$ cat src/rtl/hack_clock_sequencer_pkg.sv
// hack_clock_sequencer_pkg: shared state encoding and limits for the Hack clock sequencer
//   state_t  HOLD/RUN/HALT/STEP, 2-bit encoding
//   DIV_MIN  smallest divide ratio a div_load may install
package hack_clock_sequencer_pkg;
    typedef enum logic [1:0] {
        HOLD = 2'd0,
        RUN  = 2'd1,
        HALT = 2'd2,
        STEP = 2'd3
    } state_t;
    localparam int DIV_MIN = 2;
endpackage

$ cat src/rtl/hack_clock_sequencer_clk_en_divider.sv
// clk_en_divider: programmable free-running divider producing a one-clk Hack tick strobe
//   clk       board clock
//   reset     asynchronous active-high; cnt=0, div=DIV
//   div_load  one-clk pulse: install div_val if it is at least DIV_MIN
//   div_val   requested divide ratio
//   tick      high while cnt==div-1, masked on an accepted load edge
module clk_en_divider
    import hack_clock_sequencer_pkg::*;
#(
    parameter int DIV   = 3,
    parameter int DIV_W = 8
) (
    input  logic             clk,
    input  logic             reset,
    input  logic             div_load,
    input  logic [DIV_W-1:0] div_val,
    output logic             tick
);
    logic [DIV_W-1:0] cnt;
    logic [DIV_W-1:0] div;
    logic             wrap;
    logic             load_ok;

    assign wrap    = cnt == div - 1'b1;
    assign load_ok = div_load && div_val >= DIV_W'(DIV_MIN);
    // An accepted load restarts the count, so the tick that coincides with it is dropped.
    assign tick    = wrap && !load_ok;

    always_ff @(posedge clk or posedge reset) begin
        if (reset) begin
            cnt <= '0;
            div <= DIV_W'(DIV);
        end else if (load_ok) begin
            cnt <= '0;
            div <= div_val;
        end else begin
            cnt <= wrap ? '0 : cnt + 1'b1;
        end
    end
endmodule

$ cat src/rtl/hack_clock_sequencer.sv
// hack_clock_sequencer: run/halt/single-step controller issuing Hack clock enables
//   clk         board clock
//   reset       asynchronous active-high; returns everything to the reset-hold state
//   run         level: 1 free-run, 0 halt (sampled on ticks)
//   step        one-clk pulse: one Hack tick while halted
//   sreset      one-clk pulse: restart the reset-hold sequence
//   div_load    one-clk pulse: load div_val as divide ratio
//   div_val     new divide ratio
//   hack_en     registered one-clk Hack clock enable
//   hack_reset  registered reset to the Hack CPU
//   halted      registered, 1 while in HALT
module hack_clock_sequencer
    import hack_clock_sequencer_pkg::*;
#(
    parameter int DIV       = 3,
    parameter int DIV_W     = 8,
    parameter int RST_TICKS = 4
) (
    input  logic             clk,
    input  logic             reset,
    input  logic             run,
    input  logic             step,
    input  logic             sreset,
    input  logic             div_load,
    input  logic [DIV_W-1:0] div_val,
    output logic             hack_en,
    output logic             hack_reset,
    output logic             halted
);
    logic       tick;
    state_t     state;
    state_t     state_next;
    logic [7:0] hold_cnt;
    logic [7:0] hold_cnt_next;
    logic       step_pend;
    logic       step_pend_next;

    clk_en_divider #(
        .DIV   (DIV),
        .DIV_W (DIV_W)
    ) u_div (
        .clk      (clk),
        .reset    (reset),
        .div_load (div_load),
        .div_val  (div_val),
        .tick     (tick)
    );

    always_comb begin
        state_next    = state;
        hold_cnt_next = hold_cnt;
        if (sreset) begin
            state_next    = HOLD;
            hold_cnt_next = '0;
        end else if (tick) begin
            case (state)
                HOLD: begin
                    if (hold_cnt == 8'(RST_TICKS - 1)) begin
                        hold_cnt_next = '0;
                        state_next    = run ? RUN : HALT;
                    end else begin
                        hold_cnt_next = hold_cnt + 8'd1;
                    end
                end
                RUN:     state_next = run ? RUN : HALT;
                HALT:    state_next = run ? RUN : (step_pend ? STEP : HALT);
                STEP:    state_next = HALT;
                default: state_next = HOLD;
            endcase
        end
        // Pending step is consumed whenever HALT is left; a pulse on that same edge is dropped.
        step_pend_next = (sreset || (state == HALT && state_next != HALT)) ? 1'b0 :
                         (state == HALT && step) ? 1'b1 : step_pend;
    end

    always_ff @(posedge clk or posedge reset) begin
        if (reset) begin
            state      <= HOLD;
            hold_cnt   <= '0;
            step_pend  <= 1'b0;
            hack_en    <= 1'b0;
            hack_reset <= 1'b1;
            halted     <= 1'b0;
        end else begin
            state      <= state_next;
            hold_cnt   <= hold_cnt_next;
            step_pend  <= step_pend_next;
            hack_en    <= tick && state != HALT;
            // Held through the enable of the last hold tick so the CPU sees RST_TICKS enables in reset.
            hack_reset <= state_next == HOLD || state == HOLD;
            halted     <= state_next == HALT;
        end
    end
endmodule

$ cat config.mk
export PLATFORM = sky130hd
export DESIGN_NAME = hack_clock_sequencer
export DESIGN_NICKNAME = d
export VERILOG_FILES = /design/src/rtl/hack_clock_sequencer_pkg.sv /design/src/rtl/hack_clock_sequencer_clk_en_divider.sv /design/src/rtl/hack_clock_sequencer.sv
export SDC_FILE = /design/constraint.sdc
export NUM_CORES = 1
export LEC_CHECK = 0
export ABC_AREA = 1
export ABC_CLOCK_PERIOD_IN_PS = 2400
export CAP_MARGIN = 20
export CORE_UTILIZATION = 56
export CTS_CLUSTER_SIZE = 14
export DETAILED_ROUTE_END_ITERATION = 12
export GPL_TIMING_DRIVEN = 1
export PLACE_DENSITY = 0.78
export SYNTH_ARGS = -nofsm -noshare
export SYNTH_HDL_FRONTEND = slang
export SYNTH_SLANG_ARGS = --single-unit
$ cat constraint.sdc
create_clock -name clk -period 2.4 [get_ports clk]
set_clock_uncertainty 0.15 [all_clocks]
set_input_delay 0.36 -clock clk [delete_from_list [all_inputs] [get_ports clk]]
set_output_delay 0.36 -clock clk [all_outputs]
set_load 0.1 [all_outputs]
==> summary.txt, run 1 <==
RUN STATUS
----------------------------------------------------------------------------
Result of the run                                               complete, no violations

FLOORPLANNING
----------------------------------------------------------------------------
Initial core utilization                                               58.7%
Site Rows                                                                 20
Top-Level Pins                                                            17
Core ar.                                                        0.00305 sq mm
Die area                                                        0.00343 sq mm
Width of the die                                                     58.6 um
Die H                                                                58.6 um

STA
----------------------------------------------------------------------------
Final Hold Vio Count                                                       0
Worst Tran Pin Value                                                  440 ps
Max Fclk                                                             429 MHz
Final Cycle Share                                                      97.1%
Final critical path time including I/O delays and setup              2330 ps
Relative max-transition margin                                         70.6%
Unrepaired setup endpoints after global routing                          yes
Final slew viol count                                                      0
Final setup violation count                                                0
Post-route worst hold slack                                           238 ps

YOSYS
----------------------------------------------------------------------------
Yosys top cell area share                                              37.7%
Mean post-synth cell area                                         7.63 sq um
Leading cell types by total area after synthesis                sky130_fd_sc_hd__dfrtp_1, sky130_fd_sc_hd__nand2_1, sky130_fd_sc_hd__inv_1, sky130_fd_sc_hd__nor2_1, sky130_fd_sc_hd__nand3_1
Number of warning messages in the yosys log                                0
Post-synthesis cell type with the largest combined area         sky130_fd_sc_hd__dfrtp_1
#FFs+latches synth                                                        30
Net count of the mapped netlist                                          252
Yosys cell types                                                          30
Netlist area before placement                                   0.00179 sq mm
Share of the yosys chip area belonging to registers                    42.1%
Count of mapped cells out of synthesis                                   235

FINISH
----------------------------------------------------------------------------
Fraction of layout cells with a size suffix above 1                    20.7%
Seq. cell area                                                     754 sq um
Area Growth Syn to Fin                                                 21.7%
Final Core Density                                                     71.5%
Commonest non-fill, non-tap cell in the layout                  sky130_fd_sc_hd__nand2_1
Net count reported at finish                                             282
Final-layout fill cell count                                             274
Footprint of the multi-input gates                                 931 sq um
Antenna Diode Count                                                        0
Commonest cells after routing, fill and taps aside              sky130_fd_sc_hd__nand2_1, sky130_fd_sc_hd__inv_1, sky130_fd_sc_hd__dfrtp_1

ROUTE
----------------------------------------------------------------------------
Iteration count of the initial detailed-routing pass                       4
Per-cell routed wire length                                          12.0 um
# DRC                                                                      0
WL final                                                             3720 um
First-iteration detailed-routing DRC count                                93
Antenna violation net count after detailed routing                         0
Average vias per placed instance                                        5.04
Vias after detailed routing                                             1563

PWR
----------------------------------------------------------------------------
Pwr per Cell Area                                                506 mW/mm^2
Worst vdd rail ir drop                                              0.355 mV
LEAKAGE                                                           0.00102 uW

CLOCK TREE
----------------------------------------------------------------------------
Clock Latency Late Sink                                               330 ps
# clock sinks                                                             30
Clock-pin transition on the worst setup and hold timing paths          90 ps
Count of hold-fix buffers inserted at cts                                  0
Maximum root-to-sink buffer count                                          2
Clock tree from TritonCTS                                              built
Cts bufs inserted                                                          5
Clk Tree Root Cell                                              sky130_fd_sc_hd__clkbuf_4
Number of H-tree branching levels                                          2

GRT
----------------------------------------------------------------------------
Via count of the first global-routing pass                              1451
Overflow left after global routing                                         0
Largest net degree at the start of global routing                         31
GR Util All Layers                                                     23.9%
Wire length of the first global-routing pass                         6040 um
Antenna violations before repair                                           0

PLACED DESIGN
----------------------------------------------------------------------------
DP HPWL                                                              2700 um
Input/output buffers                                                      16
GP Congestion                                                          0.803

HOLD PATH
----------------------------------------------------------------------------
Kind of path behind the tightest hold check                     input port to async pin

SETUP PATH
----------------------------------------------------------------------------
Worst EP required                                                    2470 ps
Kind of start point of the critical path                           flip-flop
Signal arrival time at the worst endpoint                            2400 ps
Worst setup path category                                       flip-flop to flip-flop
Max Fanout on Critical Path                                                6
Category of the worst setup path capture point                     flip-flop

RUN
----------------------------------------------------------------------------
Number of max-cap violations                                               0

-- Yosys cell counts (all sizes together) --
| master | number |
|---|---|
| or2 | 1 |
| nand2 | 62 |
| nor2 | 28 |
| nor4 | 1 |
| o31ai | 4 |
| nand3 | 20 |
| nor3b | 1 |
| xnor2 | 4 |
| dfstp | 3 |
| inv | 38 |
| nand4 | 3 |
| clkbuf | 2 |
| ha | 3 |
| clkinv | 2 |
| nor3 | 8 |
| xor2 | 9 |
| dfrtp | 27 |
| o21ai | 15 |
| a21oi | 4 |
-- layer usage --
layer	GRT usage, %	vias to the layer above	routed length, um
met5	0	-	0
met4	9.52	0	56
met3	5.27	6	84
met2	38.6	17	1770
met1	31.3	736	1810
li1	-	804	-
-- registers in the layout, summed over array words and instances, names as in the netlist --
| name | count |
|---|---|
| step_pend | 1 |
| hold_cnt | 8 |
| u_div.div | 8 |
| hack_reset | 1 |
| hack_en | 1 |
| halted | 1 |
| u_div.cnt | 8 |
| state | 2 |
-- power breakdown --
part           internal (uW)  leakage (uW)  switching, uW
combinational           93.4      0.000592            131
sequential               533      0.000393           30.0
clock                    142     0.0000353            175
-- critical path, cell delays in order (launching register included) --
cell and delay, ps:
sky130_fd_sc_hd__dfstp_2 580, sky130_fd_sc_hd__inv_2 50, sky130_fd_sc_hd__ha_4 210, sky130_fd_sc_hd__nand2_2 60
sky130_fd_sc_hd__inv_2 30, sky130_fd_sc_hd__nor2_2 100, sky130_fd_sc_hd__nand2_1 70, sky130_fd_sc_hd__nor2_2 100
sky130_fd_sc_hd__nand3_2 100, sky130_fd_sc_hd__nor2_4 170, sky130_fd_sc_hd__nand2_2 90, sky130_fd_sc_hd__clkinv_4 60
sky130_fd_sc_hd__nand3_4 130, sky130_fd_sc_hd__nand2_8 140, sky130_fd_sc_hd__inv_8 50, sky130_fd_sc_hd__nand2_2 50
sky130_fd_sc_hd__o31ai_1 70
-- logic make-up after synthesis --
| family | after synthesis | share of synthesized area (%) |
|---|---|---|
| compound gates | 23 | 7.19 |
| xor+xnor | 13 | 6.35 |
| fa+ha+maj | 3 | 2.09 |
| buf+inv | 42 | 9.21 |
| flops | 30 | 42.1 |
| simple gates | 124 | 33.1 |
-- through the flow --
stage | instance area, sq um | setup slack [ps] | TNS [ps] | instances | power [uW]
floorplan | 1790 | 211 | 0 | 235 | 709
global placement | 2020 | 114 | 0 | 296 | 766
detailed placement | 2020 | 20.9 | 0 | 296 | 771
CTS | 2100 | 4.28 | 0 | 307 | 1090
global route | 2180 | -54.7 | -184 | 310 | 1160
finish | 2180 | 70.0 | 0 | 310 | 1100
-- final timing paths --
check / to / slack [ps] / depth (start not counted) / start
worst max-delay path: hold_cnt[3]$_DFFE_PP0P_ / 70 / 16 / u_div.div[1]$_DFFE_PP1N_
worst min-delay path: u_div.div[2]$_DFFE_PP0N_ / 240 / 3 / reset
worst max register to register: hold_cnt[3]$_DFFE_PP0P_ / 70 / 16 / u_div.div[1]$_DFFE_PP1N_
worst min register to register: hack_reset$_DFF_PP1_ / 350 / 1 / state[1]$_DFF_PP0_
max in group asynchronous: hack_reset$_DFF_PP1_ / 1540 / 3 / reset
min in group clk: hack_reset$_DFF_PP1_ / 350 / 1 / state[1]$_DFF_PP0_
-- what timing repair did --
action	4_1_cts	5_1_grt
resized for setup	1	17
gates cloned	1	0
pin swaps	2	6
hold endpoints to repair	0	0
endpoints found under the setup margin	4	9
buffers inserted	2	3
-- cell type report --
| cell class | count | area share [%] |
|---|---|---|
| multi-input combinational | 164 | 42.7 |
| sequential | 30 | 34.6 |
| timing repair buffer | 24 | 9.92 |
| inverter | 40 | 7.57 |
| clock buffer | 7 | 2.52 |
| tap | 44 | 2.52 |
| clock inverter | 1 | 0.229 |
(Power assumes the default switching activity.)
==> run 2, diff against run 1 <==
ABC_CLOCK_PERIOD_IN_PS = 2280   (was 2400)
CTS_BUF_LIST = sky130_fd_sc_hd__clkbuf_8 sky130_fd_sc_hd__clkbuf_16   (was not set)
clock period = 2.28 ns   (was 2.4 ns; I/O delays follow)
==> run 2 against run 1 <==
Effect of this change: cell area up 3.4%; core utilization up 2.4 points; sequential share of layout area down 1.1 points; wire length up 1.7%; count of clock-buffer cells in the layout up 1; global-route usage down 0.11 points; sequential power up 5.3%; final cell count up 0.32%; critical path depth unchanged; fmax up 2.9%; non-clock buffer count up 1.
==> summary.txt, run 2 (synthesis results as in run 1) <==
STA
----------------------------------------------------------------------------------
Unrepaired setup endpoints after global routing                                yes
Relative max-transition margin                                               71.0%
Worst Tran Pin Value                                                        435 ps
Final Cycle Share                                                            99.3%
Final critical path time including I/O delays and setup                    2260 ps
Post-route worst hold slack                                                 273 ps
Max Fclk                                                                   442 MHz
Final slew viol count                                                            0
Final Hold Vio Count                                                             0
Final setup violation count                                                      0
Post-route setup TNS                                                          0 ps

ROUTE
----------------------------------------------------------------------------------
Vias after detailed routing                                                   1540
WL final                                                                   3780 um
Per-cell routed wire length                                                12.2 um
Antenna violation net count after detailed routing                               0
Average vias per placed instance                                              4.95
Iteration count of the initial detailed-routing pass                             4
# DRC                                                                            0
First-iteration detailed-routing DRC count                                      44

PWR
----------------------------------------------------------------------------------
LEAKAGE                                                                 0.00106 uW
Pwr per Cell Area                                                      587 mW/mm^2
Worst vdd rail ir drop                                                    0.538 mV

CLOCK TREE
----------------------------------------------------------------------------------
# clock sinks                                                                   30
Maximum root-to-sink buffer count                                                2
Count of hold-fix buffers inserted at cts                                        0
Number of H-tree branching levels                                                2
Clock Latency Late Sink                                                     280 ps
Clock tree from TritonCTS                                                    built
Cts bufs inserted                                                                5
Clock-pin transition on the worst setup and hold timing paths                70 ps
Clk Tree Root Cell                                                    sky130_fd_sc_hd__clkbuf_8

HOLD PATH
----------------------------------------------------------------------------------
Kind of path behind the tightest hold check                           input port to async pin

SETUP PATH
----------------------------------------------------------------------------------
Cell with the biggest individual delay on the critical path           sky130_fd_sc_hd__dfstp_2
Category of the worst setup path capture point                           flip-flop
Dominant cell type by count on the critical path                      sky130_fd_sc_hd__nand2_2
Family of cells with the greatest summed delay on the critical path   simple AND/OR/NAND/NOR gates
Worst EP required                                                          2290 ps
Signal arrival time at the worst endpoint                                  2270 ps
Sum of buffers and inverters on the critical path                                4
Cells along the critical path                                         inv_2, ha_4, nand2_2, inv_2, nor2_2, nand2_1, nor2_2, nand3_2, nor2_4, nand2_2, clkinv_4, nand3_4, nand2_8, inv_8, nand2_2, o31ai_2
Maximum cell stage delay along the critical path                            550 ps
Worst setup path category                                             flip-flop to flip-flop
Max Fanout on Critical Path                                                      6
Kind of start point of the critical path                                 flip-flop

PLACED DESIGN
----------------------------------------------------------------------------------
Input/output buffers                                                            16
DP HPWL                                                                    2570 um
GP Congestion                                                                0.834

FINISH
----------------------------------------------------------------------------------
Fraction of layout cells with a size suffix above 1                          20.6%
Commonest non-fill, non-tap cell in the layout                        sky130_fd_sc_hd__nand2_1
Antenna Diode Count                                                              0
Final-layout fill cell count                                                   238
Commonest cells after routing, fill and taps aside                    sky130_fd_sc_hd__nand2_1, sky130_fd_sc_hd__inv_1, sky130_fd_sc_hd__dfrtp_1
Regs by FF count                                                      hold_cnt (8), u_div.cnt (8), u_div.div (8)
Net count reported at finish                                                   283
Area Growth Syn to Fin                                                       25.8%

FLOORPLANNING
----------------------------------------------------------------------------------
Die area                                                              0.00343 sq mm
Initial core utilization                                                     58.7%
Width of the die                                                           58.6 um
Site Rows                                                                       20
Die H                                                                      58.6 um
Core ar.                                                              0.00305 sq mm
Top-Level Pins                                                                  17

RUN STATUS
----------------------------------------------------------------------------------
Result of the run                                                     complete, no violations

GRT
----------------------------------------------------------------------------------
Overflow left after global routing                                               0
Largest net degree at the start of global routing                               31
Via count of the first global-routing pass                                    1388
Antenna violations before repair                                                 0
Wire length of the first global-routing pass                               6020 um
GR Util All Layers                                                           23.7%

RUN
----------------------------------------------------------------------------------
Number of max-cap violations                                                     0

## run 2: cell count changes in the layout (fill, tap and decap cells not counted), moves of 2 or more
| cell | delta |
|---|---|
| sky130_fd_sc_hd__buf_6 | +2 |
| sky130_fd_sc_hd__clkbuf_8 | +7 |
| sky130_fd_sc_hd__nand2_1 | +3 |
| sky130_fd_sc_hd__nand2_2 | -4 |
| sky130_fd_sc_hd__clkbuf_4 | -5 |
## run 2: area by class of cell
cell class | count | area [sq um] | share of cell area, %
inverter | 40 | 163 | 7.21
sequential | 30 | 754 | 33.4
multi-input combinational | 164 | 942 | 41.8
tap | 44 | 55.1 | 2.44
clock buffer | 8 | 110 | 4.88
timing repair buffer | 25 | 231 | 10.3
## run 2: worst min-delay path, stage by stage
cell and delay, ps:
sky130_fd_sc_hd__clkdlybuf4s50_1 390, sky130_fd_sc_hd__inv_1 50, sky130_fd_sc_hd__buf_4 330
## run 2: worst paths after layout
kind	slack, ps	end	start	cells past startpoint
worst max-delay path	20	hold_cnt[4]$_DFFE_PP0P_	u_div.div[1]$_DFFE_PP1N_	16
worst min-delay path	270	hold_cnt[4]$_DFFE_PP0P_	reset	3
worst max register to register	20	hold_cnt[4]$_DFFE_PP0P_	u_div.div[1]$_DFFE_PP1N_	16
worst min register to register	330	hack_reset$_DFF_PP1_	state[1]$_DFF_PP0_	1
max in group asynchronous	1390	u_div.div[1]$_DFFE_PP1N_	reset	3
min in group clk	330	hack_reset$_DFF_PP1_	state[1]$_DFF_PP0_	1
## run 2: stage by stage
step	worst slack (ps)	util, %	area (sq um)	power [uW]	instances
final	16.1	73.9	2260	1330	311
after global routing	-139	73.9	2260	1390	311
after CTS	7.60	70.7	2160	1310	308
after detailed placement	5.95	66.5	2030	812	298
after global placement	60.1	66.5	2030	809	298
after floorplan	90.7	-	1790	746	235
## run 2: power by group
group / leakage, uW / total (uW) / internal, uW / switching [uW]
clock network: 0.0000575 / 500 / 304 / 195
logic: 0.000611 / 232 / 96.9 / 136
registers: 0.000393 / 593 / 562 / 31.2
## run 2: routing by layer
metal	up-vias	track usage, %	wire length, um
met3	7	5.93	148
met1	707	32.8	1790
met2	29	36.6	1780
li1	797	-	-
met4	0	8.50	65
met5	-	0	0
## run 2: what timing repair did
| action | CTS | global route |
|---|---|---|
| pin swaps | 2 | 6 |
| setup buffers | 1 | 3 |
| endpoints found under the setup margin | 1 | 10 |
| cloned | 1 | 0 |
| gates resized for setup | 0 | 19 |
==> run 3, diff against run 2 <==
CAP_MARGIN = not set   (was 20)
==> results of run 3 <==
Same layout as run 2: the final DEF is identical, and so are final timing and power.
